===== config.mk =====
export PLATFORM = sky130hd
export DESIGN_NAME = dmac_fifo_param_flat
export DESIGN_NICKNAME = d
export VERILOG_FILES = /design/src/rtl/dmac_fifo_pkg.sv /design/src/rtl/dmac_fifo_param_if.sv /design/src/rtl/dmac_fifo_next_calc.sv /design/src/rtl/dmac_fifo_param.sv /design/src/flat_wrapper.sv
export SDC_FILE = /design/constraint.sdc
export NUM_CORES = 1
export LEC_CHECK = 0
export CORE_MARGIN = 2
export CORE_UTILIZATION = 35
export CTS_CLUSTER_DIAMETER = 120
export DETAILED_ROUTE_END_ITERATION = 10
export SYNTH_ARGS = -nofsm -noshare
export SYNTH_HDL_FRONTEND = slang
export SYNTH_SLANG_ARGS = --single-unit

===== constraint.sdc =====
create_clock -name clk -period 5 [get_ports clk]
set_input_delay 0.75 -clock clk [delete_from_list [all_inputs] [get_ports clk]]
set_output_delay 0.75 -clock clk [all_outputs]
set_load 0.01 [all_outputs]

===== src/rtl/dmac_fifo_pkg.sv =====
// rtl/dmac_fifo_pkg.sv - shared state encodings and default widths for the FIFO slice
package dmac_fifo_pkg;

   localparam int DEF_DATA_WIDTH = 32;
   localparam int DEF_ADDR_WIDTH = 3;

   typedef enum logic [2:0] {
      ST_IDLE     = 3'd0,
      ST_WRITE    = 3'd1,
      ST_READ     = 3'd2,
      ST_WR_ERROR = 3'd3,
      ST_RD_ERROR = 3'd4,
      ST_WR_RD    = 3'd5
   } state_t;

endpackage


===== src/rtl/dmac_fifo_param_if.sv =====
// rtl/dmac_fifo_param_if.sv - request/data/status bundle between a FIFO user and dmac_fifo_param
interface dmac_fifo_param_if
   import dmac_fifo_pkg::*;
#(
   parameter int DATA_WIDTH = DEF_DATA_WIDTH,
   parameter int ADDR_WIDTH = DEF_ADDR_WIDTH
) ();

   logic                  wr_en;
   logic [DATA_WIDTH-1:0] din;
   logic                  rd_en;
   logic [DATA_WIDTH-1:0] dout;
   logic                  full;
   logic                  empty;
   logic                  almost_full;
   logic                  almost_empty;
   logic                  wr_ack;
   logic                  wr_err;
   logic                  rd_ack;
   logic                  rd_err;
   logic [ADDR_WIDTH:0]   data_count;
   state_t                state;

   modport master (
      output wr_en, din, rd_en,
      input  dout, full, empty, almost_full, almost_empty,
      input  wr_ack, wr_err, rd_ack, rd_err, data_count, state
   );

   modport slave (
      input  wr_en, din, rd_en,
      output dout, full, empty, almost_full, almost_empty,
      output wr_ack, wr_err, rd_ack, rd_err, data_count, state
   );

endinterface


===== src/rtl/dmac_fifo_next_calc.sv =====
// rtl/dmac_fifo_next_calc.sv - combinational accept/next-pointer/next-count/next-state logic
module dmac_fifo_next_calc
   import dmac_fifo_pkg::*;
#(
   parameter int ADDR_WIDTH = DEF_ADDR_WIDTH
) (
   input  logic                  wr_en,
   input  logic                  rd_en,
   input  logic [ADDR_WIDTH-1:0] head,
   input  logic [ADDR_WIDTH-1:0] tail,
   input  logic [ADDR_WIDTH:0]   count,
   input  logic                  full,
   input  logic                  empty,
   output logic                  we,
   output logic                  re,
   output logic [ADDR_WIDTH-1:0] next_head,
   output logic [ADDR_WIDTH-1:0] next_tail,
   output logic [ADDR_WIDTH:0]   next_count,
   output state_t                next_state
);

   always_comb begin
      we         = 1'b0;
      re         = 1'b0;
      next_state = ST_IDLE;
      unique case ({wr_en, rd_en})
         2'b10: begin
            we         = !full;
            next_state = full ? ST_WR_ERROR : ST_WRITE;
         end
         2'b01: begin
            re         = !empty;
            next_state = empty ? ST_RD_ERROR : ST_READ;
         end
         2'b11: begin
            // A full FIFO still takes both: the read frees the slot the write fills.
            we         = 1'b1;
            re         = !empty;
            next_state = empty ? ST_WRITE : ST_WR_RD;
         end
         default: ;
      endcase
   end

   always_comb begin
      next_head  = re ? head + ADDR_WIDTH'(1) : head;
      next_tail  = we ? tail + ADDR_WIDTH'(1) : tail;
      next_count = count;
      if (we && !re) next_count = count + (ADDR_WIDTH+1)'(1);
      if (re && !we) next_count = count - (ADDR_WIDTH+1)'(1);
   end

endmodule


===== src/rtl/dmac_fifo_param.sv =====
// rtl/dmac_fifo_param.sv - parameterised synchronous FIFO: registers, storage array and flag decode
module dmac_fifo_param
   import dmac_fifo_pkg::*;
#(
   parameter int DATA_WIDTH = DEF_DATA_WIDTH,
   parameter int ADDR_WIDTH = DEF_ADDR_WIDTH,
   parameter int AF_LEVEL   = (1 << ADDR_WIDTH) - 1,
   parameter int AE_LEVEL   = 1
) (
   input  logic              clk,
   input  logic              reset_n,
   dmac_fifo_param_if.slave  bus
);

   localparam int DEPTH = 1 << ADDR_WIDTH;
   localparam logic [ADDR_WIDTH:0] DEPTH_C = (ADDR_WIDTH+1)'(DEPTH);
   localparam logic [ADDR_WIDTH:0] AF_C    = (ADDR_WIDTH+1)'(AF_LEVEL);
   localparam logic [ADDR_WIDTH:0] AE_C    = (ADDR_WIDTH+1)'(AE_LEVEL);

   logic [DATA_WIDTH-1:0] mem [DEPTH];
   logic [ADDR_WIDTH-1:0] head, tail, next_head, next_tail;
   logic [ADDR_WIDTH:0]   count, next_count;
   logic [DATA_WIDTH-1:0] dout_q;
   state_t                state_q, next_state;
   logic                  wr_ack_q, wr_err_q, rd_ack_q, rd_err_q;
   logic                  we, re, full, empty;

   assign full  = (count == DEPTH_C);
   assign empty = (count == '0);

   dmac_fifo_next_calc #(.ADDR_WIDTH(ADDR_WIDTH)) u_next (
      .wr_en      (bus.wr_en),
      .rd_en      (bus.rd_en),
      .head       (head),
      .tail       (tail),
      .count      (count),
      .full       (full),
      .empty      (empty),
      .we         (we),
      .re         (re),
      .next_head  (next_head),
      .next_tail  (next_tail),
      .next_count (next_count),
      .next_state (next_state)
   );

   always_ff @(posedge clk or negedge reset_n) begin
      if (!reset_n) begin
         head     <= '0;
         tail     <= '0;
         count    <= '0;
         dout_q   <= '0;
         state_q  <= ST_IDLE;
         wr_ack_q <= 1'b0;
         wr_err_q <= 1'b0;
         rd_ack_q <= 1'b0;
         rd_err_q <= 1'b0;
      end else begin
         head     <= next_head;
         tail     <= next_tail;
         count    <= next_count;
         state_q  <= next_state;
         wr_ack_q <= we;
         wr_err_q <= bus.wr_en && !we;
         rd_ack_q <= re;
         rd_err_q <= bus.rd_en && !re;
         if (re) dout_q <= mem[head];
      end
   end

   // Storage is not reset; the reset_n term only blocks a write racing a reset edge.
   always_ff @(posedge clk) begin
      if (we && reset_n) mem[tail] <= bus.din;
   end

   assign bus.dout         = dout_q;
   assign bus.state        = state_q;
   assign bus.data_count   = count;
   assign bus.full         = full;
   assign bus.empty        = empty;
   assign bus.almost_full  = (count >= AF_C);
   assign bus.almost_empty = (count <= AE_C);
   assign bus.wr_ack       = wr_ack_q;
   assign bus.wr_err       = wr_err_q;
   assign bus.rd_ack       = rd_ack_q;
   assign bus.rd_err       = rd_err_q;

endmodule


===== src/flat_wrapper.sv =====
// flat-port wrapper written by rule: the top's interface ports become plain ports
module dmac_fifo_param_flat import dmac_fifo_pkg::*;
#(
   parameter int DATA_WIDTH = DEF_DATA_WIDTH,
   parameter int ADDR_WIDTH = DEF_ADDR_WIDTH,
   parameter int AF_LEVEL   = (1 << ADDR_WIDTH) - 1,
   parameter int AE_LEVEL   = 1
)
  (clk, reset_n, bus_wr_en, bus_din, bus_rd_en, bus_dout, bus_full, bus_empty, bus_almost_full, bus_almost_empty, bus_wr_ack, bus_wr_err, bus_rd_ack, bus_rd_err, bus_data_count, bus_state);
  dmac_fifo_param_if #(.DATA_WIDTH(DATA_WIDTH), .ADDR_WIDTH(ADDR_WIDTH)) bus_i ();
  input  logic clk;
  input  logic reset_n;
  input wire logic [$bits(bus_i.wr_en)-1:0] bus_wr_en;
  input wire logic [$bits(bus_i.din)-1:0] bus_din;
  input wire logic [$bits(bus_i.rd_en)-1:0] bus_rd_en;
  output wire logic [$bits(bus_i.dout)-1:0] bus_dout;
  output wire logic [$bits(bus_i.full)-1:0] bus_full;
  output wire logic [$bits(bus_i.empty)-1:0] bus_empty;
  output wire logic [$bits(bus_i.almost_full)-1:0] bus_almost_full;
  output wire logic [$bits(bus_i.almost_empty)-1:0] bus_almost_empty;
  output wire logic [$bits(bus_i.wr_ack)-1:0] bus_wr_ack;
  output wire logic [$bits(bus_i.wr_err)-1:0] bus_wr_err;
  output wire logic [$bits(bus_i.rd_ack)-1:0] bus_rd_ack;
  output wire logic [$bits(bus_i.rd_err)-1:0] bus_rd_err;
  output wire logic [$bits(bus_i.data_count)-1:0] bus_data_count;
  output wire logic [$bits(bus_i.state)-1:0] bus_state;
  assign bus_i.wr_en = bus_wr_en;
  assign bus_i.din = bus_din;
  assign bus_i.rd_en = bus_rd_en;
  assign bus_dout = bus_i.dout;
  assign bus_full = bus_i.full;
  assign bus_empty = bus_i.empty;
  assign bus_almost_full = bus_i.almost_full;
  assign bus_almost_empty = bus_i.almost_empty;
  assign bus_wr_ack = bus_i.wr_ack;
  assign bus_wr_err = bus_i.wr_err;
  assign bus_rd_ack = bus_i.rd_ack;
  assign bus_rd_err = bus_i.rd_err;
  assign bus_data_count = bus_i.data_count;
  assign bus_state = bus_i.state;
  dmac_fifo_param #(.DATA_WIDTH(DATA_WIDTH), .ADDR_WIDTH(ADDR_WIDTH), .AF_LEVEL(AF_LEVEL), .AE_LEVEL(AE_LEVEL)) u_core (.clk(clk), .reset_n(reset_n), .bus(bus_i));
endmodule

==> impl_results.md, run 1 <==
* Max Root-Sink Buffers at 3
* Syn Inst Count at 661
* Sw Share at 0.2897
* Synth Area in Simple Gates at 0.01688
* CP Capture Type: primary output
* Area Overhead vs Synth at 20.57%
* Final worst slack at 2.032 ns
* Post-synth design cell area at 11780 um^2
* Final period util at 0.5936
* DP HPWL at 13880 um
* Crit Path Category: reg -> out
* Worst slew pin tran at 1.146 ns
* Comb pwr share at 0.271
* Final WL at 23630 um
* Die X at 187.5 um
* DR WL/cell at 19.30 um
* 1st-pass router iterations at 6
* Clock power frac at 0.295
* Slew HR at 0.2349
* CTS tree: built
* Internal power at 5.611 mW
* Critical Path RT at 4.25 ns
* Peak fanout along the critical path at 7
* Die height at 187.5 um
* Worst Reg-to-Reg Cells at 10
* Post-CTS Setup Repair Bufs at 0
* Syn avg cell area at 17.83 um^2
* Post-CTS sizing at 0
* VDD IR max at 0.0003594 V
* H-tree lvl count at 1
* Root Buffer: clkbuf_16
* Vias in the first global route at 6447
* DIE AREA at 35150 um^2
* CP Launch Type: flop
* Antenna violations before repair at 0
* Placed Cells at 1168
* Yosys top cell area share at 0.6524
* Final Hold Fails at 0
* I/O pins at 83
* # hold bufs at CTS at 0
* Largest net degree at the start of global routing at 77
* DR vias at 6042
* Synthesis Warnings at 0
* Switching power of the nets at 2.289 mW
* Diode count at 0
* Fillers at 3011
* Slew Viols, Final at 0
* Placement Setup Slack at 1.785 ns
* DRC at 0
* Tmin final at 2.968 ns
* Synth Register Bits at 305
* Synth Area in Adders at 0.006371
* Worst R2R Setup Slack at 2.31 ns
* Synth Area in Compound Gates at 0.07687
* Share of cells above drive strength 1 at 0.1869
* First-pass GRT wire length at 37420 um
* Routed Antenna Nets at 0
* Standard-cell rows at 67
* IO Port Bufs at 82
* Largest cells by area after synthesis: edfxtp_1, dfrtp_1, mux2_2
* Area leader, netlist: edfxtp_1
* Tightest Hold Check Type: in -> async
* Largest family of logic cells by synthesized area: multiplexers
* RR Startpoint: u_core.bus.data_count[0]
* Max Cap Viol at 0
* P_leak at 4.906 nW
* Via density at 4.936
* Pwr Density at 556.1 nW/um^2
* Status: completed
* Cts bufs inserted at 30
* Worst-skew pair later-pin latency at 0.54 ns
* Sequential standard cell area at 8917 um^2
* Cell Count, Final, Fillers Out at 1224
* Total GRT Usage at 0.1356
* Post-Syn Nets at 703
* Setup violations, final at 0
* Register area share after synthesis at 0.7564
* Total Nets Final at 794
* Setup Skew at 0.009501 ns
* Sink Count at 305
* XOR/XNOR Fraction of Synth Area at 0.006689
* Setup TNS at 0 ns
* Netlist cell types at 34
* Reg power frac at 0.434
* GPL Wtd Cong at 0.6893
* Reg clk slew, reported paths at 0.06 ns
* Grt ovf at 0
* DRT iter0 DRCs at 385
* Fmax achieved at 336.9 MHz
* Mux cell area share after synthesis at 0.1183
* CORE AREA at 33360 um^2
* Worst path arrival time at 2.22 ns
* RSZ-0062 raised after global routing: no
* Initial core utilization at 0.3532
* R2R Path End: u_core.bus.data_count[3]
* Multi-input gate area at 2708 um^2
-- cells in the final DEF, fill, tap and decap left out, types with 7 or more instances in the layout --
master | synthesis | final
o21ai_0 | 33 | 33
o31ai_1 | 32 | 32
dfrtp_1 | 49 | 48
mux2i_1 | 65 | 65
a22o_1 | 32 | 32
xnor2_1 | 7 | 7
o22ai_1 | 32 | 32
buf_4 | 10 | 16
clkbuf_1 | 21 | 7
clkdlybuf4s50_1 | 0 | 81
clkbuf_16 | 0 | 31
edfxtp_1 | 256 | 256
mux2_2 | 66 | 66
-- area by class of cell --
class | instances | share of cell area
repair buffers | 99 | 0.06728
inverters | 5 | 0.001321
multi-input cells | 311 | 0.1906
flip-flops and latches | 305 | 0.6277
well taps | 448 | 0.03945
clock inverters | 12 | 0.01145
clock buffers | 44 | 0.06226
-- worst max-delay path, cell delays in order, from the launching register on --
cell and delay, ns:
dfrtp_1 0.46, inv_1 0.09, ha_1 0.25, nor3b_4 0.24, clkdlybuf4s50_1 0.63
-- power by group through the flow --
stage / combinational, mW / sequential (mW) / clock (mW)
3_5_place_dp: 2.18 / 3.49 / 0
2_1_floorplan: 1.41 / 3.38 / 0
3_3_place_gp: 2.15 / 3.48 / 0
5_1_grt: 2.32 / 3.47 / 2.47
6_report: 2.14 / 3.43 / 2.33
4_1_cts: 2.19 / 3.44 / 2.37
-- worst max path at each step --
stage | start | cells past startpoint | slack [ns] | end
after floorplan | bus_wr_en | 3 | 0.19 | u_core.mem[4][0]
after global placement | bus_rd_en | 4 | 1.87 | u_core.mem[1][19]
after detailed placement | bus_rd_en | 4 | 1.78 | u_core.mem[1][19]
after CTS | u_core.bus.data_count[0] | 4 | 1.93 | bus_empty
after global routing | u_core.bus.data_count[1] | 4 | 1.88 | bus_empty
final | u_core.bus.data_count[0] | 4 | 2.03 | bus_empty
-- state kept, by name, indices dropped and copies added (netlist names) --
name                   flops
u_core.mem               256
u_core.bus.dout           32
u_core.bus.data_count      4
u_core.bus.state           3
u_core.head                3
u_core.tail                3
u_core.bus.rd_ack          1
u_core.bus.rd_err          1
u_core.bus.wr_ack          1
u_core.bus.wr_err          1
-- cell usage after synthesis, drive strengths merged --
master and number:
nand4bb 1, and2 1, nor4 2, inv 5, o21ai 33, edfxtp 256, dfrtp 49, buf 19
xor2 2, clkbuf 21, nand3 3, and3b 1, o21bai 1, o31ai 32, nor2 6, nand4b 1
or3b 1, a22o 32, ha 6, mux2i 65, nor3 5, nand3b 1, a21o 1, xnor2 7
a21oi 1, nor3b 1, nor2b 1, o22ai 32, mux2 66, nand2 5, or4b 1, and3 1
nand2b 2
-- stage by stage --
| step | util | total power, mW | cell area [um^2] | hold slack, ns |
|---|---|---|---|---|
| 2_1_floorplan | - | 4.788 | 11780 | 0.4544 |
| 3_3_place_gp | 0.3944 | 5.630 | 13160 | 0.4987 |
| 3_5_place_dp | 0.3944 | 5.667 | 13160 | 0.5038 |
| 4_1_cts | 0.4258 | 7.995 | 14210 | 0.3950 |
| 5_1_grt | 0.4258 | 8.269 | 14210 | 0.4399 |
| 6_report | 0.4258 | 7.901 | 14210 | 0.3819 |
-- layer usage --
layer / global-route usage / vias up / share of wire
met5: 0 / - / 0
met4: 0.03937 / 0 / 0.021
met3: 0.02302 / 39 / 0.042
met2: 0.2273 / 119 / 0.48
met1: 0.1823 / 3066 / 0.46
li1: - / 2818 / -
-- kinds of logic after synthesis --
| logic type | after synthesis |
|---|---|
| buf+inv | 45 |
| fa+ha+maj | 6 |
| simple gates | 33 |
| flops | 305 |
| compound gates | 132 |
| xor+xnor | 9 |
| mux | 131 |
No activity file was read; power rests on OpenSTA's default activity.
==> inputs of run 2 (changes only) <==
==> constraint.sdc (replaced) <==
create_clock -name clk -period 3.03 [get_ports clk]
set_input_delay 0.4545 -clock clk [delete_from_list [all_inputs] [get_ports clk]]
set_output_delay 0.4545 -clock clk [all_outputs]
set_load 0.01 [all_outputs]
==> run 2 against run 1 <==
  * Die area unchanged
  * Wire length increased by 2.3%
  * Sequential power increased by 63%
  * Design area increased by 1.7%
  * Clock power increased by 69%
  * Largest cell class unchanged
  * Via count increased by 1.6%
  * Final cell count increased by 0.98%
  * Core utilization increased by 0.72 points
  * Largest power group unchanged
  * Non-clock buffer count increased by 12
  * Critical path type unchanged
  * Setup slack got worse by 1.8 ns
  * Register-to-register slack got worse by 1.6 ns
  * Clock-buffer cell count increased by 2
==> impl_results.md, run 2 (synthesized netlist as in run 1, its figures left out) <==
* Status: completed
* Tmin final at 2.806 ns
* Tot Pwr at 13.30 mW (+68%)
* Fmax achieved at 356.3 MHz
* VDD IR max at 0.0004679 V (+30%)
* DIE AREA at 35150 um^2 (unchanged)
* Setup Skew at 0.007639 ns (-0.001863 ns)
* 1st-pass router iterations at 4 (-2)
* Share of cells above drive strength 1 at 0.2018 (+0.01492)
* CORE AREA at 33360 um^2 (unchanged)
* Final period util at 0.9262
* Switching power of the nets at 3.838 mW (+68%)
* WL met1 at 10950 um (+1.3%)
* CP Launch Type: flop
* Root Buffer: clkbuf_16
* Largest net degree at the start of global routing at 48 (-38%)
* Max Root-Sink Buffers at 3 (unchanged)
* Routed length on met2 at 11900 um (+5.0%)
* DR WL/cell at 19.56 um (+1.3%)
* DP HPWL at 14550 um (+4.8%)
* Fin area at 14450 um^2 (+1.7%)
* Total GRT Usage at 0.1369 (+0.001248)
* Worst Reg-to-Reg Cells at 9 (-1)
* Standard-cell rows at 67 (unchanged)
* Max layer used: met4
* Die height at 187.5 um (unchanged)
* Fillers at 2999 (-0.40%)
* P_leak at 5.024 nW (+2.4%)
* IO Port Bufs at 82 (unchanged)
* Tightest Hold Check Type: in -> async
* Crit Path Category: reg -> out
* Post-CTS Setup Repair Bufs at 0 (unchanged)
* RR Startpoint: u_core.bus.data_count[0]
* Final worst slack at 0.2236 ns (-1.808 ns)
* GPL Wtd Cong at 0.7275 (+5.5%)
* Diode count at 0 (unchanged)
* Placement Setup Slack at 0.4798 ns (-1.305 ns)
* Reg clk slew, reported paths at 0.06 ns (about the same)
* Worst R2R Setup Slack at 0.68 ns (-1.63 ns)
* Antenna violations before repair at 0 (unchanged)
* CP Capture Type: primary output
* Clock power frac at 0.297 (+0.002)
* Sink Count at 305 (unchanged)
* R2R Path End: u_core.bus.data_count[3]
* Slew Viols, Final at 0 (unchanged)
* Routed Antenna Nets at 0 (unchanged)
* Worst-skew pair later-pin latency at 0.55 ns (about the same)
* Area Overhead vs Synth at 22.61%
* CTS tree: built
* Vias in the first global route at 6384 (-0.98%)
* Final Hold Fails at 0 (unchanged)
* Initial core utilization at 0.3532 (unchanged)
* Total Nets Final at 806 (+1.5%)
* Worst path arrival time at 2.35 ns (+0.13 ns)
* WHS at 0.2673 ns (-0.1147 ns)
* Peak fanout along the critical path at 16 (+9)
* Met3 WL at 913 um (-8.1%)
* DRT iter0 DRCs at 375 (-2.6%)
* Area post-placement at 13350 um^2 (+1.4%)
* Number of flip-flops in the largest register at 256 (unchanged)
* Comb pwr share at 0.283 (+0.012)
* RSZ-0062 raised after global routing: no
* Pwr Density at 920.5 nW/um^2 (+66%)
* Critical Path RT at 2.58 ns (-1.67 ns)
* I/O pins at 83 (unchanged)
* Sw Share at 0.2886 (-0.001137)
* Slew HR at 0.1538 (-0.08103)
* Most common cell after layout, fill and taps aside: edfxtp_1
* DR vias at 6137 (+1.6%)
* Cts bufs inserted at 30 (unchanged)
* First-pass GRT wire length at 37620 um (+0.53%)
* DRC at 0 (unchanged)
* Grt ovf at 0 (unchanged)
* Max Cap Viol at 0 (unchanged)
* Worst slew pin tran at 1.268 ns (+0.1214 ns)
* H-tree lvl count at 1 (unchanged)
* Most frequent cells in the layout: edfxtp_1, clkdlybuf4s50_1, mux2_2
* Die X at 187.5 um (unchanged)
* Internal power at 9.461 mW (+69%)
* Reg power frac at 0.421 (-0.013)
* Setup violations, final at 0 (unchanged)
* Largest reg by FF count: u_core.mem
* Via density at 4.965 (+0.59%)
* Final WL at 24170 um (+2.3%)
==> run 2: stage by stage <==
stage	TNS, ns	utilization	cells
after floorplan	-78.04	-	661
after detailed placement	0	0.4001	1179
final	0	0.4330	1236
after global routing	0	0.4330	1236
after CTS	0	0.4329	1236
after global placement	0	0.4001	1179
==> run 2: final cells by class <==
cell class | count | area (um^2) | area share
sequential | 305 | 8917 | 0.6172
multi-input combinational | 311 | 2738 | 0.1895
timing repair buffer | 111 | 1127 | 0.07803
clock buffer | 46 | 933.4 | 0.06461
tap | 448 | 560.5 | 0.03880
clock inverter | 10 | 152.6 | 0.01057
inverter | 5 | 18.77 | 0.001299
==> run 2: power by group through the flow <==
| stage | clock network [mW] | logic (mW) | registers (mW) |
|---|---|---|---|
| 2_1_floorplan | 0 | 2.33 | 5.58 |
| 3_3_place_gp | 0 | 3.75 | 5.66 |
| 3_5_place_dp | 0 | 3.80 | 5.68 |
| 4_1_cts | 4.05 | 3.81 | 5.60 |
| 5_1_grt | 4.21 | 4.07 | 5.66 |
| 6_report | 3.94 | 3.76 | 5.59 |
==> run 2: worst max path at each step <==
stage | start | to | cells past startpoint
3_3_place_gp | bus_rd_en | u_core.mem[5][20] | 5
2_1_floorplan | u_core.bus.data_count[0] | u_core.mem[0][0] | 5
3_5_place_dp | bus_rd_en | u_core.mem[5][20] | 5
4_1_cts | u_core.bus.data_count[0] | bus_empty | 5
6_report | u_core.bus.data_count[0] | bus_empty | 5
5_1_grt | u_core.bus.data_count[0] | bus_empty | 5
==> run 2: timing repair <==
action                                  4_1_cts  5_1_grt
hold buffers                                  1        0
endpoints found under the hold margin         2        0
endpoints found under the setup margin        0        1
resized for setup                             0        1
==> run 2: worst max-delay path, stage by stage (launching register included) <==
cell,delay (ns)
dfrtp_1,0.46
inv_1,0.09
ha_1,0.23
nor3b_4,0.25
buf_6,0.21
clkdlybuf4s50_1,0.56
==> run 2: layer usage <==
metal / up-vias / global-route usage
met5: - / 0
met3: 29 / 0.02227
met2: 98 / 0.2349
met1: 3179 / 0.1816
met4: 0 / 0.03543
li1: 2831 / -
